===== src/rtl/mem_arbiter_pkg.sv =====
// Shared definitions for the byte-wide memory port arbiter: FSM states,
// access size codes, the IO space base and small byte-lane helpers.
package mem_arbiter_pkg;

    typedef enum logic [1:0] {
        ST_IDLE  = 2'd0,
        ST_READ  = 2'd1,
        ST_WRITE = 2'd2
    } state_t;

    localparam logic [1:0] SZ_B = 2'd0;
    localparam logic [1:0] SZ_H = 2'd1;
    localparam logic [1:0] SZ_W = 2'd2;

    localparam logic [31:0] IO_BASE_DEFAULT = 32'h0003_0000;

    localparam logic GRANT_IF = 1'b0;
    localparam logic GRANT_LS = 1'b1;

    // Byte count of an access; the illegal code 3 behaves like a word.
    function automatic logic [2:0] sizeToLen(input logic [1:0] size);
        logic [2:0] len;
        case (size)
            SZ_B:    len = 3'd1;
            SZ_H:    len = 3'd2;
            default: len = 3'd4;
        endcase
        return len;
    endfunction

    // Replace byte lane idx of word with b.
    function automatic logic [31:0] putByte(input logic [31:0] word,
                                            input logic [1:0]  idx,
                                            input logic [7:0]  b);
        logic [31:0] r;
        r = word;
        r[{idx, 3'b000} +: 8] = b;
        return r;
    endfunction

    // Extract byte lane idx of word.
    function automatic logic [7:0] getByte(input logic [31:0] word,
                                           input logic [1:0]  idx);
        return word[{idx, 3'b000} +: 8];
    endfunction

endpackage


===== src/rtl/mem_arbiter.sv =====
// Arbiter for the single byte-wide RAM/IO port shared by instruction fetch
// and the load/store unit. Multi-byte accesses are sequenced one byte per
// cycle and answered with a one-cycle done pulse.
// Build option: define MEM_IO_STALL_EN to hold store bytes aimed at IO space
// (address >= IO_BASE) while io_buffer_full is high.
module mem_arbiter
    import mem_arbiter_pkg::*;
#(
    parameter logic [31:0] IO_BASE = IO_BASE_DEFAULT
) (
    input  logic        clk,
    input  logic        rst,
    input  logic        rdy,
    input  logic        if_req,
    input  logic [31:0] if_addr,
    output logic        if_done,
    output logic [31:0] if_data,
    input  logic        ls_req,
    input  logic        ls_we,
    input  logic [1:0]  ls_size,
    input  logic [31:0] ls_addr,
    input  logic [31:0] ls_wdata,
    output logic        ls_done,
    output logic [31:0] ls_rdata,
    input  logic        flush,
    input  logic        io_buffer_full,
    input  logic [7:0]  mem_din,
    output logic [7:0]  mem_dout,
    output logic [31:0] mem_a,
    output logic        mem_wr
);

    state_t      state_q, state_d;
    logic [2:0]  cnt_q, cnt_d;
    logic [2:0]  len_q, len_d;
    logic [31:0] addr_q, addr_d;
    logic [31:0] wdata_q, wdata_d;
    logic [31:0] buf_q, buf_d;
    logic        isIf_q, isIf_d;
    logic        lastGrant_q, lastGrant_d;
    logic [31:0] memA_q, memA_d;
    logic [7:0]  memDout_q, memDout_d;
    logic        memWr_q, memWr_d;
    logic        ifDone_q, ifDone_d;
    logic        lsDone_q, lsDone_d;
    logic [31:0] ifData_q, ifData_d;
    logic [31:0] lsRdata_q, lsRdata_d;

    logic        ifOk, lsOk;
    logic        grantIf, grantLs;
    logic        lastByte;
    logic        ioStall;
    logic [31:0] nextAddr;
    logic [31:0] captured;
    logic [7:0]  nextByte;

    // A requester is eligible only if its previous done is not still showing
    // and no branch flush is in progress.
    assign ifOk = if_req && !ifDone_q && !flush;
    assign lsOk = ls_req && !lsDone_q && !flush;

    assign lastByte = (cnt_q == (len_q - 3'd1));
    assign nextAddr = addr_q + {29'd0, cnt_q} + 32'd1;
    assign captured = putByte(buf_q, cnt_q[1:0], mem_din);
    assign nextByte = getByte(wdata_q, cnt_q[1:0] + 2'd1);

`ifdef MEM_IO_STALL_EN
    assign ioStall = (state_q == ST_WRITE) && (memA_q >= IO_BASE) && io_buffer_full;
`else
    logic unusedIoInputs;
    assign ioStall = 1'b0;
    assign unusedIoInputs = io_buffer_full ^ (memA_q >= IO_BASE);
`endif

    assign mem_a    = memA_q;
    assign mem_dout = memDout_q;
    assign mem_wr   = memWr_q && rdy && !ioStall;
    assign if_done  = ifDone_q;
    assign if_data  = ifData_q;
    assign ls_done  = lsDone_q;
    assign ls_rdata = lsRdata_q;

    // State register: everything holds while rdy is low.
    always_ff @(posedge clk) begin
        if (rst) begin
            state_q     <= ST_IDLE;
            cnt_q       <= 3'd0;
            len_q       <= 3'd0;
            addr_q      <= 32'd0;
            wdata_q     <= 32'd0;
            buf_q       <= 32'd0;
            isIf_q      <= 1'b0;
            lastGrant_q <= GRANT_IF;
            memA_q      <= 32'd0;
            memDout_q   <= 8'd0;
            memWr_q     <= 1'b0;
            ifDone_q    <= 1'b0;
            lsDone_q    <= 1'b0;
            ifData_q    <= 32'd0;
            lsRdata_q   <= 32'd0;
        end else begin
            state_q     <= state_d;
            cnt_q       <= cnt_d;
            len_q       <= len_d;
            addr_q      <= addr_d;
            wdata_q     <= wdata_d;
            buf_q       <= buf_d;
            isIf_q      <= isIf_d;
            lastGrant_q <= lastGrant_d;
            memA_q      <= memA_d;
            memDout_q   <= memDout_d;
            memWr_q     <= memWr_d;
            ifDone_q    <= ifDone_d;
            lsDone_q    <= lsDone_d;
            ifData_q    <= ifData_d;
            lsRdata_q   <= lsRdata_d;
        end
    end

    // Next state: round-robin grant in IDLE, then one byte per cycle.
    always_comb begin
        state_d     = state_q;
        cnt_d       = cnt_q;
        len_d       = len_q;
        addr_d      = addr_q;
        wdata_d     = wdata_q;
        buf_d       = buf_q;
        isIf_d      = isIf_q;
        lastGrant_d = lastGrant_q;
        memA_d      = memA_q;
        memDout_d   = memDout_q;
        memWr_d     = memWr_q;
        ifDone_d    = ifDone_q;
        lsDone_d    = lsDone_q;
        ifData_d    = ifData_q;
        lsRdata_d   = lsRdata_q;
        grantIf     = 1'b0;
        grantLs     = 1'b0;

        if (rdy) begin
            ifDone_d = 1'b0;
            lsDone_d = 1'b0;
            case (state_q)
                ST_IDLE: begin
                    memWr_d = 1'b0;
                    if (lsOk && (!ifOk || lastGrant_q == GRANT_IF)) begin
                        grantLs = 1'b1;
                    end else if (ifOk) begin
                        grantIf = 1'b1;
                    end
                    if (grantLs) begin
                        lastGrant_d = GRANT_LS;
                        isIf_d      = 1'b0;
                        addr_d      = ls_addr;
                        wdata_d     = ls_wdata;
                        len_d       = sizeToLen(ls_size);
                        cnt_d       = 3'd0;
                        buf_d       = 32'd0;
                        memA_d      = ls_addr;
                        if (ls_we) begin
                            state_d   = ST_WRITE;
                            memWr_d   = 1'b1;
                            memDout_d = ls_wdata[7:0];
                        end else begin
                            state_d = ST_READ;
                        end
                    end else if (grantIf) begin
                        lastGrant_d = GRANT_IF;
                        isIf_d      = 1'b1;
                        addr_d      = if_addr;
                        len_d       = 3'd4;
                        cnt_d       = 3'd0;
                        buf_d       = 32'd0;
                        memA_d      = if_addr;
                        state_d     = ST_READ;
                    end
                end
                ST_READ: begin
                    memWr_d = 1'b0;
                    if (flush) begin
                        state_d = ST_IDLE;
                        cnt_d   = 3'd0;
                    end else begin
                        buf_d  = captured;
                        memA_d = nextAddr;
                        if (lastByte) begin
                            state_d = ST_IDLE;
                            cnt_d   = 3'd0;
                            if (isIf_q) begin
                                ifDone_d = 1'b1;
                                ifData_d = captured;
                            end else begin
                                lsDone_d  = 1'b1;
                                lsRdata_d = captured;
                            end
                        end else begin
                            cnt_d = cnt_q + 3'd1;
                        end
                    end
                end
                ST_WRITE: begin
                    if (!ioStall) begin
                        if (lastByte) begin
                            memWr_d  = 1'b0;
                            lsDone_d = 1'b1;
                            state_d  = ST_IDLE;
                            cnt_d    = 3'd0;
                        end else begin
                            cnt_d     = cnt_q + 3'd1;
                            memA_d    = nextAddr;
                            memDout_d = nextByte;
                        end
                    end
                end
                default: begin
                    state_d = ST_IDLE;
                    cnt_d   = 3'd0;
                    memWr_d = 1'b0;
                end
            endcase
        end
    end

endmodule


===== config.mk =====
export PLATFORM = sky130hd
export DESIGN_NAME = mem_arbiter
export DESIGN_NICKNAME = d
export VERILOG_FILES = /design/src/rtl/mem_arbiter_pkg.sv /design/src/rtl/mem_arbiter.sv
export SDC_FILE = /design/constraint.sdc
export NUM_CORES = 1
export LEC_CHECK = 0
export ABC_AREA = 1
export BUFFER_PORTS_ARGS = -buffer_cell sky130_fd_sc_hd__buf_4
export CORE_ASPECT_RATIO = 0.5
export CORE_MARGIN = 3
export CORE_UTILIZATION = 55
export DETAILED_ROUTE_END_ITERATION = 6
export PLACE_DENSITY_LB_ADDON = 0.25
export SLEW_MARGIN = 15
export SYNTH_ARGS = -nofsm -noshare
export SYNTH_HDL_FRONTEND = slang
export SYNTH_SLANG_ARGS = --single-unit

===== constraint.sdc =====
create_clock -name clk -period 3.2 [get_ports clk]
set_input_delay 0 -clock clk [delete_from_list [all_inputs] [get_ports clk]]
set_output_delay 0 -clock clk [all_outputs]
set_load 0.02 [all_outputs]

==> results of run 1 <==
registers in the layout (all words and copies together), names as in the netlist:
signal       cells
lastGrant_q      1
len_q            3
mem_a           32
ls_rdata        32
isIf_q           1
memWr_q          1
cnt_q            3
ls_done          1
state_q          2
buf_q           32
if_done          1
wdata_q         32
mem_dout         8
addr_q          32
if_data         32
critical path: stages, from the launching register on:
cell      delay, ps
dfxtp_1         350
inv_2           150
ha_1            620
clkinv_1        420
nand4_1         440
o22ai_1         190
a22oi_1         230
nor2_1           50
synth_stat cells, types with 2 or more instances:
| library cell | instances |
|---|---|
| ha_1 | 14 |
| nand4_1 | 2 |
| xnor2_1 | 4 |
| nor2_1 | 225 |
| inv_1 | 135 |
| dfxtp_1 | 213 |
| buf_4 | 6 |
| nor3_4 | 2 |
| a22oi_1 | 32 |
| nor2_4 | 2 |
| a211oi_1 | 2 |
| o22ai_1 | 34 |
| or2_2 | 3 |
| inv_2 | 7 |
| nand2_2 | 5 |
| xor2_1 | 4 |
| a21oi_1 | 139 |
| o21ai_0 | 158 |
| buf_2 | 21 |
| o21ai_1 | 5 |
| buf_6 | 11 |
| a31oi_1 | 5 |
| nand3b_1 | 6 |
| nor2_2 | 3 |
| clkbuf_1 | 46 |
| nand3_1 | 99 |
| nor3_1 | 2 |
| buf_1 | 5 |
| nand2_1 | 290 |
| mux2i_1 | 9 |
layer usage:
metal  vias up  share of wire [%]  track usage [%]
met5         -                  0                0
met4         0                2.9             12.0
met3        86                7.6             6.01
met2       495                 48             56.7
met1      5339                 41             40.0
li1       5443                  -                -
per-stage QoR:
| step | worst slack, ps | cells |
|---|---|---|
| 2_1_floorplan | 879 | 1500 |
| 3_3_place_gp | 755 | 1900 |
| 3_5_place_dp | 668 | 1900 |
| 4_1_cts | 651 | 2036 |
| 5_1_grt | 420 | 2037 |
| 6_report | 592 | 2037 |
report_power, final:
group | switching (mW) | internal [mW] | total (mW)
Sequential | 0.0798 | 2.75 | 2.83
Clock | 1.04 | 1.27 | 2.32
Combinational | 0.553 | 0.409 | 0.963
cells by family after synthesis:
group | Yosys count | synth area share (%)
multiplexers | 9 | 0.871
flip-flops | 213 | 41.2
AO/OA/AOI/OAI | 378 | 19.7
adder cells (fa/ha/maj) | 15 | 1.89
buffers and inverters | 232 | 9.69
AND/OR/NAND/NOR | 645 | 26.0
XOR/XNOR | 8 | 0.677
layout make-up:
class | instances | area (um2)
Inverter | 143 | 537
Antenna cell | 1 | 2.50
Multi-Input combinational cell | 1055 | 5080
Fill cell | 1324 | 4260
Timing Repair Buffer | 339 | 2830
Clock inverter | 5 | 38.8
Clock buffer | 29 | 584
Sequential cell | 213 | 4260
Tap cell | 252 | 315
worst min path at each step:
stage	slack, ps	to
final	10	ls_rdata[20]
after global routing	30	ls_rdata[5]
after CTS	0.2	ls_rdata[20]
after detailed placement	260	wdata_q[9]
after global placement	260	wdata_q[17]
after floorplan	140	wdata_q[21]
==> flow_metrics.tcl, run 1 <==
set metrics [dict create \
    nets 1901 \
    fin_area_um2 13700 \
    p_leak_nw 5.90 \
    via_per_inst 5.58 \
    synthTopCellsByArea "dfxtp_1 41%, nand2_1 11%, nor2_1 8.2%" \
    yosys_register_bits 213 \
    ir_drop_mv 0.332 \
    worst_pin_slew_ps 1140 \
    yosysSeqAreaShare_pct 41.2 \
    tns_ps 0 \
    hold_viol_final 0 \
    whs_ps 11.2 \
    antenna_found_initial 1 \
    cp-end-kind "flop" \
    critPathKind "flop to flop" \
    syn_nets 1629 \
    synth_edf_count 0 \
    fp.dieH_um 103 \
    path_max_fanout 16 \
    ctsHoldBuffers 102 \
    drtAntennaViolNets 0 \
    initial_utilization_pct 57.8 \
    fp.dieW_um 200 \
    cts-root-buf "clkbuf_16" \
    die-area_um2 20600 \
    finalSetupViolCount 0 \
    grt_max_degree 104 \
    post-cts-setup-buffer-count 0 \
    synthCells 1500 \
    final_util_pct 76.2 \
    syn_avg_cell_area_um2 6.90 \
    finalCritPeriodShare_pct 81.5 \
    place_area_um2 12000 \
    skew_ps 14.7 \
    min_path_type "primary input to flop" \
    r2r-start "cnt_q[0]" \
    cts_buffer_depth 3 \
    drv_cap 0 \
    ios 221 \
    numPortBuffers 219 \
    cp-endpoint "buf_q[5]" \
    finalCriticalPeriod_ps 2610 \
    coreArea_um2 17900 \
    synth_cell_types 41 \
    min_from "mem_din[4]" \
    route.detailed.drc 0 \
    routedWlPerCell_um 16.7 \
    slew_viol_final 0 \
    grt_pass1_vias 11200 \
    numCtsBuffers 20 \
    rsz0062_at_grt "false" \
    status "finished, final reports clean" \
    synth_warnings 0 \
    p_per_area_nw_per_um2 448 \
    synth_ff_type "dfxtp_1" \
    layout-drive-gt1-share_pct 16.6 \
    crit_path_start "cnt_q[0]" \
    hpwl_um 21400 \
    routabilityCongestion 0.925 \
    start_kind "flop" \
    cts_num_sinks 213 \
    synth_area_um2 10300 \
    clk_latency_ps 510 \
    clkTransAtPathRegs_ps 70 \
    h-tree-depth 1 \
    reg2reg_slack_ps 590 \
    rows 34 \
    crit_arrival_ps 2960 \
    grt_use_total_pct 32.2 \
    num_vias 11400 \
    wl_um 34000 \
    drtIter0Drc 784 \
    synthArstFlopShare_pct 0 \
    drtPass1Iterations 7 \
    synth_area_leader_cell "dfxtp_1" \
    cts_resized 0 \
    r2r-end "buf_q[5]" \
    power_mw 6.11 \
    layout_commonest_cell "nand2_1" \
    cts_tree "yes" \
    max_freq_mhz 383 \
    area_delta_synth_final_pct 32.0 \
    min_path_cells 5 \
    timing.max_slew.rel_slack_pct 24.3 \
    cp.required_ps 3550 \
    worstRegToRegCells 7 \
    grt_pass1_wl_um 54300 \
    overflow 0 \
    synth_top_area_share_pct 41.2 \
    layout_common_cells "290 x nand2_1, 235 x buf_4, 225 x nor2_1" \
]
Note: power is estimated with default switching activity, not from simulation.
==> run 2, diff against run 1 <==
--- a/config.mk
+++ b/config.mk
@@ -5,7 +5,7 @@
 export SDC_FILE = /design/constraint.sdc
 export NUM_CORES = 1
 export LEC_CHECK = 0
-export ABC_AREA = 1
+export ABC_AREA = 0
 export BUFFER_PORTS_ARGS = -buffer_cell sky130_fd_sc_hd__buf_4
 export CORE_ASPECT_RATIO = 0.5
 export CORE_MARGIN = 3
==> constraint.sdc (replaced) <==
create_clock -name clk -period 2.5 [get_ports clk]
set_input_delay 0 -clock clk [delete_from_list [all_inputs] [get_ports clk]]
set_output_delay 0 -clock clk [all_outputs]
set_load 0.02 [all_outputs]
==> run 2 against run 1 <==
Compared with the run above: the flow now finishes with violations (design-rule violations); critical endpoint is now addr_q[11]; global-route usage shrank 1.3 points; non-clock buffer count rose by 22; combinational power increased by 27%; first-iteration DRC count up 27%; hold slack worse by 2.6 ps; via count is 10% lower; count of clock-buffer cells in the layout is 2 lower; register-to-register slack lost 490 ps; final cell count is 17% lower.
==> flow_metrics.tcl, run 2 <==
set metrics [dict create \
    finalCritPeriodShare_pct 95.8 \
    slew_viol_final 0 \
    p_per_area_nw_per_um2 593 \
    ir_drop_mv 0.464 \
    numPortBuffers 219 \
    max_freq_mhz 417 \
    coreArea_um2 17000 \
    drtPass1Iterations 7 \
    final_util_pct 80.3 \
    nets 1580 \
    grt_pass1_wl_um 50500 \
    area_delta_synth_final_pct 37.8 \
    fp.dieH_um 101 \
    synth_top_area_share_pct 43.1 \
    synth_warnings 0 \
    num_vias 10200 \
    critPathKind "flop to flop" \
    dp_slack_ps 200 \
    layout_commonest_cell "buf_4" \
    grt_max_degree 82 \
    crit_arrival_ps 2830 \
    crit_buf_inv 3 \
    worst_pin_slew_ps 945 \
    finalCriticalPeriod_ps 2400 \
    fillers 997 \
    synth_cell_types 66 \
    place_area_um2 11800 \
    min_path_type "primary input to flop" \
    whs_ps 8.63 \
    rows 33 \
    route.detailed.drc 2 \
    h-tree-depth 1 \
    synthCells 1155 \
    skew_ps 21.2 \
    fin_area_um2 13600 \
    finalSetupViolCount 0 \
    hold_viol_final 0 \
    synth.most_common_cell "dfxtp_1" \
    cts_buffer_depth 3 \
    syn_avg_cell_area_um2 8.57 \
    cts_tree "yes" \
    numCtsBuffers 20 \
    drv_cap 0 \
    drtIter0Drc 992 \
    path_max_fanout 61 \
    syn_nets 1284 \
    die-area_um2 19700 \
    via_per_inst 6.02 \
    grt_use_total_pct 30.9 \
    crit_family "buffers and inverters" \
    synth_area_um2 9890 \
    synth_area_leader_cell "dfxtp_1" \
    synthArstFlopShare_pct 0 \
    fp.dieW_um 196 \
    fin_cells 1692 \
    synthTopCellsByCount "213 x dfxtp_1, 144 x nand2_1, 117 x a21oi_1" \
    synthTopCellsByArea "dfxtp_1 43%, a211oi_1 8.3%, a21oi_1 5.9%" \
    layout-drive-gt1-share_pct 21.9 \
    grt_pass1_vias 10100 \
    path_cells "inv_1 > ha_2 > nand2_1 > nor2b_4 > buf_12 > nor2_1 > a311oi_1 > dlygate4sd3_1" \
    p_leak_nw 5.20 \
    start_kind "flop" \
    initial_utilization_pct 58.3 \
    routabilityCongestion 0.861 \
    clk_latency_ps 510 \
    yosysSeqAreaShare_pct 43.1 \
    synth_edf_count 0 \
    cp.required_ps 2940 \
    wl_um 32000 \
    slowest_stage "dlygate4sd3_1" \
    dp.cells 1543 \
    hpwl_um 19100 \
    cp-end-kind "flop" \
    violations "design-rule violations" \
    synth_ff_type "dfxtp_1" \
    status "finished, violations left" \
    timing.max_slew.rel_slack_pct 36.9 \
    drtAntennaViolNets 0 \
    antenna_found_initial 1 \
    cpPeakStageDelay_ps 600 \
    tns_ps 0 \
    cts-root-buf "clkbuf_16" \
    power_mw 8.08 \
    layout_common_cells "242 x buf_4, 213 x dfxtp_1, 143 x nand2_1" \
    routedWlPerCell_um 18.9 \
    yosys_register_bits 213 \
    fin_ws_ps 105 \
    clkTransAtPathRegs_ps 70 \
    overflow 0 \
    cts_num_sinks 213 \
    ios 221 \
]
run 2: changes by cell type after synthesis, moves of 22 or more:
cell | previous run | this run
nor2b_1 | 0 | 35
a211oi_1 | 2 | 109
o22ai_1 | 34 | 2
o21ai_0 | 158 | 18
a22oi_1 | 32 | 1
nand2_1 | 290 | 144
a21oi_1 | 139 | 117
mux2i_1 | 9 | 36
inv_1 | 135 | 20
nor2_1 | 225 | 115
nand3_1 | 99 | 25
or3_1 | 0 | 35
run 2: metal layers:
layer / global-route usage, % / part of all wire, %
met2: 54.5 / 49
met1: 37.9 / 40
met3: 6.31 / 8.1
met4: 11.6 / 3.6
met5: 0 / 0
run 2: path summary, 6_finish.rpt:
kind                                 start          to  slack, ps  cells past startpoint
worst max-delay path            state_q[0]  addr_q[11]        100                      8
worst min-delay path                 flush      isIf_q          9                      5
worst max register to register  state_q[0]  addr_q[11]        100                      8
worst min register to register   buf_q[16]   buf_q[16]        440                      2
run 2: final cells by class:
class	instances	area (um2)	area share [%]
multi-input cells	833	5230	38.4
flip-flops and latches	213	4260	31.3
repair buffers	361	3080	22.6
clock buffers	27	557	4.09
well taps	227	284	2.08
clock inverters	7	130	0.955
inverters	22	82.6	0.606
diodes	2	5.00	0.0367
run 2: worst reg2reg max path, cell delays in order, from the launching register on:
cell and delay (ps):
dfxtp_1 330, inv_1 110, ha_2 270, nand2_1 190
nor2b_4 200, buf_12 260, nor2_1 120, a311oi_1 260
dlygate4sd3_1 600
run 2: repair_timing:
item	CTS	global route
endpoints found under the setup margin	0	20
gates resized for setup	0	7
endpoints found under the hold margin	130	0
setup buffers	0	2
hold buffers	111	0
run 2: power breakdown:
part | internal, mW | switching [mW]
Sequential | 3.52 | 0.111
Clock | 1.88 | 1.35
Combinational | 0.563 | 0.661
run 2: cells by family (layout without fill, tap and decap cells):
group / count (synthesis) / in the layout / share of synthesized area [%]
adders and majority gates: 15 / 15 / 1.97
other: 0 / 2 / 0
AOI/OAI and AO/OA: 308 / 308 / 20.6
muxes: 51 / 51 / 6.26
and+or+nand+nor: 446 / 446 / 22.1
buffers and inverters: 109 / 417 / 4.67
DFF: 213 / 213 / 43.1
xor gates and xnor gates: 13 / 13 / 1.30
==> run 3, diff against run 2 <==
--- a/config.mk
+++ b/config.mk
@@ -12,6 +12,7 @@
 export CORE_UTILIZATION = 55
 export DETAILED_ROUTE_END_ITERATION = 6
 export PLACE_DENSITY_LB_ADDON = 0.25
+export REMOVE_ABC_BUFFERS = 1
 export SLEW_MARGIN = 15
 export SYNTH_ARGS = -nofsm -noshare
 export SYNTH_HDL_FRONTEND = slang
==> run 3 against run 2 <==
Compared with the run above: the flow now finishes without violations; clock skew down 2.9 ps; final cell count grew 0.65%; first-iteration DRC count is 4.7% lower; core utilization increased by 0.82 points; clock power is 6.8% lower; power fell by 2.4%; critical path depth stayed put; register-to-register slack got worse by 80 ps; fmax shrank 3.3%; sequential share of layout area fell by 0.31 points; largest cell class unchanged.
==> flow_metrics.tcl, run 3 (same netlist as run 2, synthesis figures left out) <==
set metrics [dict create \
    grt_max_degree 178 \
    place_area_um2 11900 \
    min_path_type "primary input to flop" \
    multi_input_area_um2 5280 \
    overflow 0 \
    crit_family "buffers and inverters" \
    cts_num_sinks 213 \
    ff_latch_area_um2 4270 \
    initial_utilization_pct 58.3 \
    critPathKind "flop to flop" \
    path_max_fanout 20 \
    ir_drop_mv 0.441 \
    fin_area_um2 13800 \
    area_delta_synth_final_pct 39.2 \
    start_kind "flop" \
    grt_pass1_vias 10100 \
    numPortBuffers 219 \
    skew_ps 18.3 \
    routabilityCongestion 0.891 \
    drtAntennaViolNets 0 \
    num_vias 10300 \
    drtPass1Iterations 5 \
    grt_use_total_pct 31.0 \
    numCtsBuffers 20 \
    cpPeakStageDelay_ps 620 \
    crit_buf_inv 3 \
    wl_um 32700 \
    hold_viol_final 0 \
    layout-drive-gt1-share_pct 22.6 \
    grt_pass1_wl_um 50900 \
    layout_common_cells "253 x buf_4, 212 x dfxtp_1, 142 x nand2_1" \
    timing.max_slew.rel_slack_pct 40.6 \
    fillers 987 \
    hpwl_um 18700 \
    clkTransAtPathRegs_ps 70 \
    fp.dieH_um 101 \
    rows 33 \
    cp.required_ps 2900 \
    fp.dieW_um 196 \
    routedWlPerCell_um 19.2 \
    cts_buffer_depth 3 \
    cts_tree "yes" \
    crit_arrival_ps 2880 \
    drv_cap 0 \
    route.detailed.drc 0 \
    fin_ws_ps 22.4 \
    antenna_found_initial 0 \
    worst_pin_slew_ps 891 \
    dp_slack_ps 105 \
    layout_commonest_cell "buf_4" \
    cp-end-kind "flop" \
    slowest_stage "dlygate4sd3_1" \
    cts-root-buf "clkbuf_16" \
    drtIter0Drc 945 \
    path_cells "nand3b_1 > buf_4 > nand2_4 > buf_12 > mux2i_4 > dlygate4sd3_1 > nand2_1 > a31o_2" \
    via_per_inst 6.07 \
    finalCriticalPeriod_ps 2480 \
    p_leak_nw 5.26 \
    status "finished, final reports clean" \
    antenna_cells 0 \
    finalCritPeriodShare_pct 99.1 \
    ios 221 \
    finalSetupViolCount 0 \
    slew_viol_final 0 \
    h-tree-depth 1 \
    p_per_area_nw_per_um2 573 \
    max_freq_mhz 404 \
    coreArea_um2 17000 \
    nets 1597 \
    clk_latency_ps 510 \
    die-area_um2 19700 \
]
## run 3: changes by cell type in the layout (fill, tap and decap cells not counted), sizes merged
cell,previous run,this run
buf,250,263
bufinv,3,1
clkbuf,27,28
clkinv,4,3
clkinvlp,2,0
diode,2,0
dlygate4sd3,111,115
## run 3: where the power goes
group	total [mW]	switching (mW)	internal [mW]
registers	3.63	0.110	3.52
logic	1.26	0.679	0.581
clock network	3.01	1.30	1.71
total	7.89	2.09	5.81
## run 3: area by class of cell
cell class,count,share of cell area [%]
multi-input combinational,833,38.4
inverter,22,0.600
clock buffer,28,4.23
timing repair buffer,378,23.5
clock inverter,2,0.254
tap,227,2.06
sequential,213,31.0
## run 3: layer usage
metal | wire, um | track usage [%] | share of wire [%]
met5 | 0 | 0 | 0
met1 | 13000 | 38.6 | 40
met3 | 2700 | 6.08 | 8.2
met2 | 15700 | 54.5 | 48
met4 | 1280 | 11.1 | 3.9
## run 3: tightest hold or removal path, stage by stage
cell	delay, ps
buf_4	110
mux2i_1	180
a211o_1	150
a21oi_1	60
## run 3: timing repair
item | in CTS | in global routing
endpoints found under the hold margin | 138 | 0
hold buffers | 115 | 0
setup endpoints to repair | 0 | 77
resized for setup | 0 | 18
buffers inserted | 0 | 8
## run 3: worst paths after layout
path / startpoint / end / slack, ps / cells past startpoint
min: if_addr[6] / mem_a[6] / 30 / 4
max reg2reg: if_done / mem_a[7] / 20 / 8
min reg2reg: buf_q[25] / buf_q[25] / 450 / 2
max: if_done / mem_a[7] / 20 / 8
## run 3: per-stage QoR
step                util [%]  cells  power [mW]  hold slack (ps)  setup TNS [ps]
finish                  81.1   1703        7.89             32.8               0
global route            81.1   1703        8.14             67.5            -585
CTS                     80.3   1695        7.80             9.78               0
detailed placement      69.8   1550        4.71              260               0
global placement        69.8   1550        4.67              251               0
floorplan                  -   1068        4.20             69.1         -209810
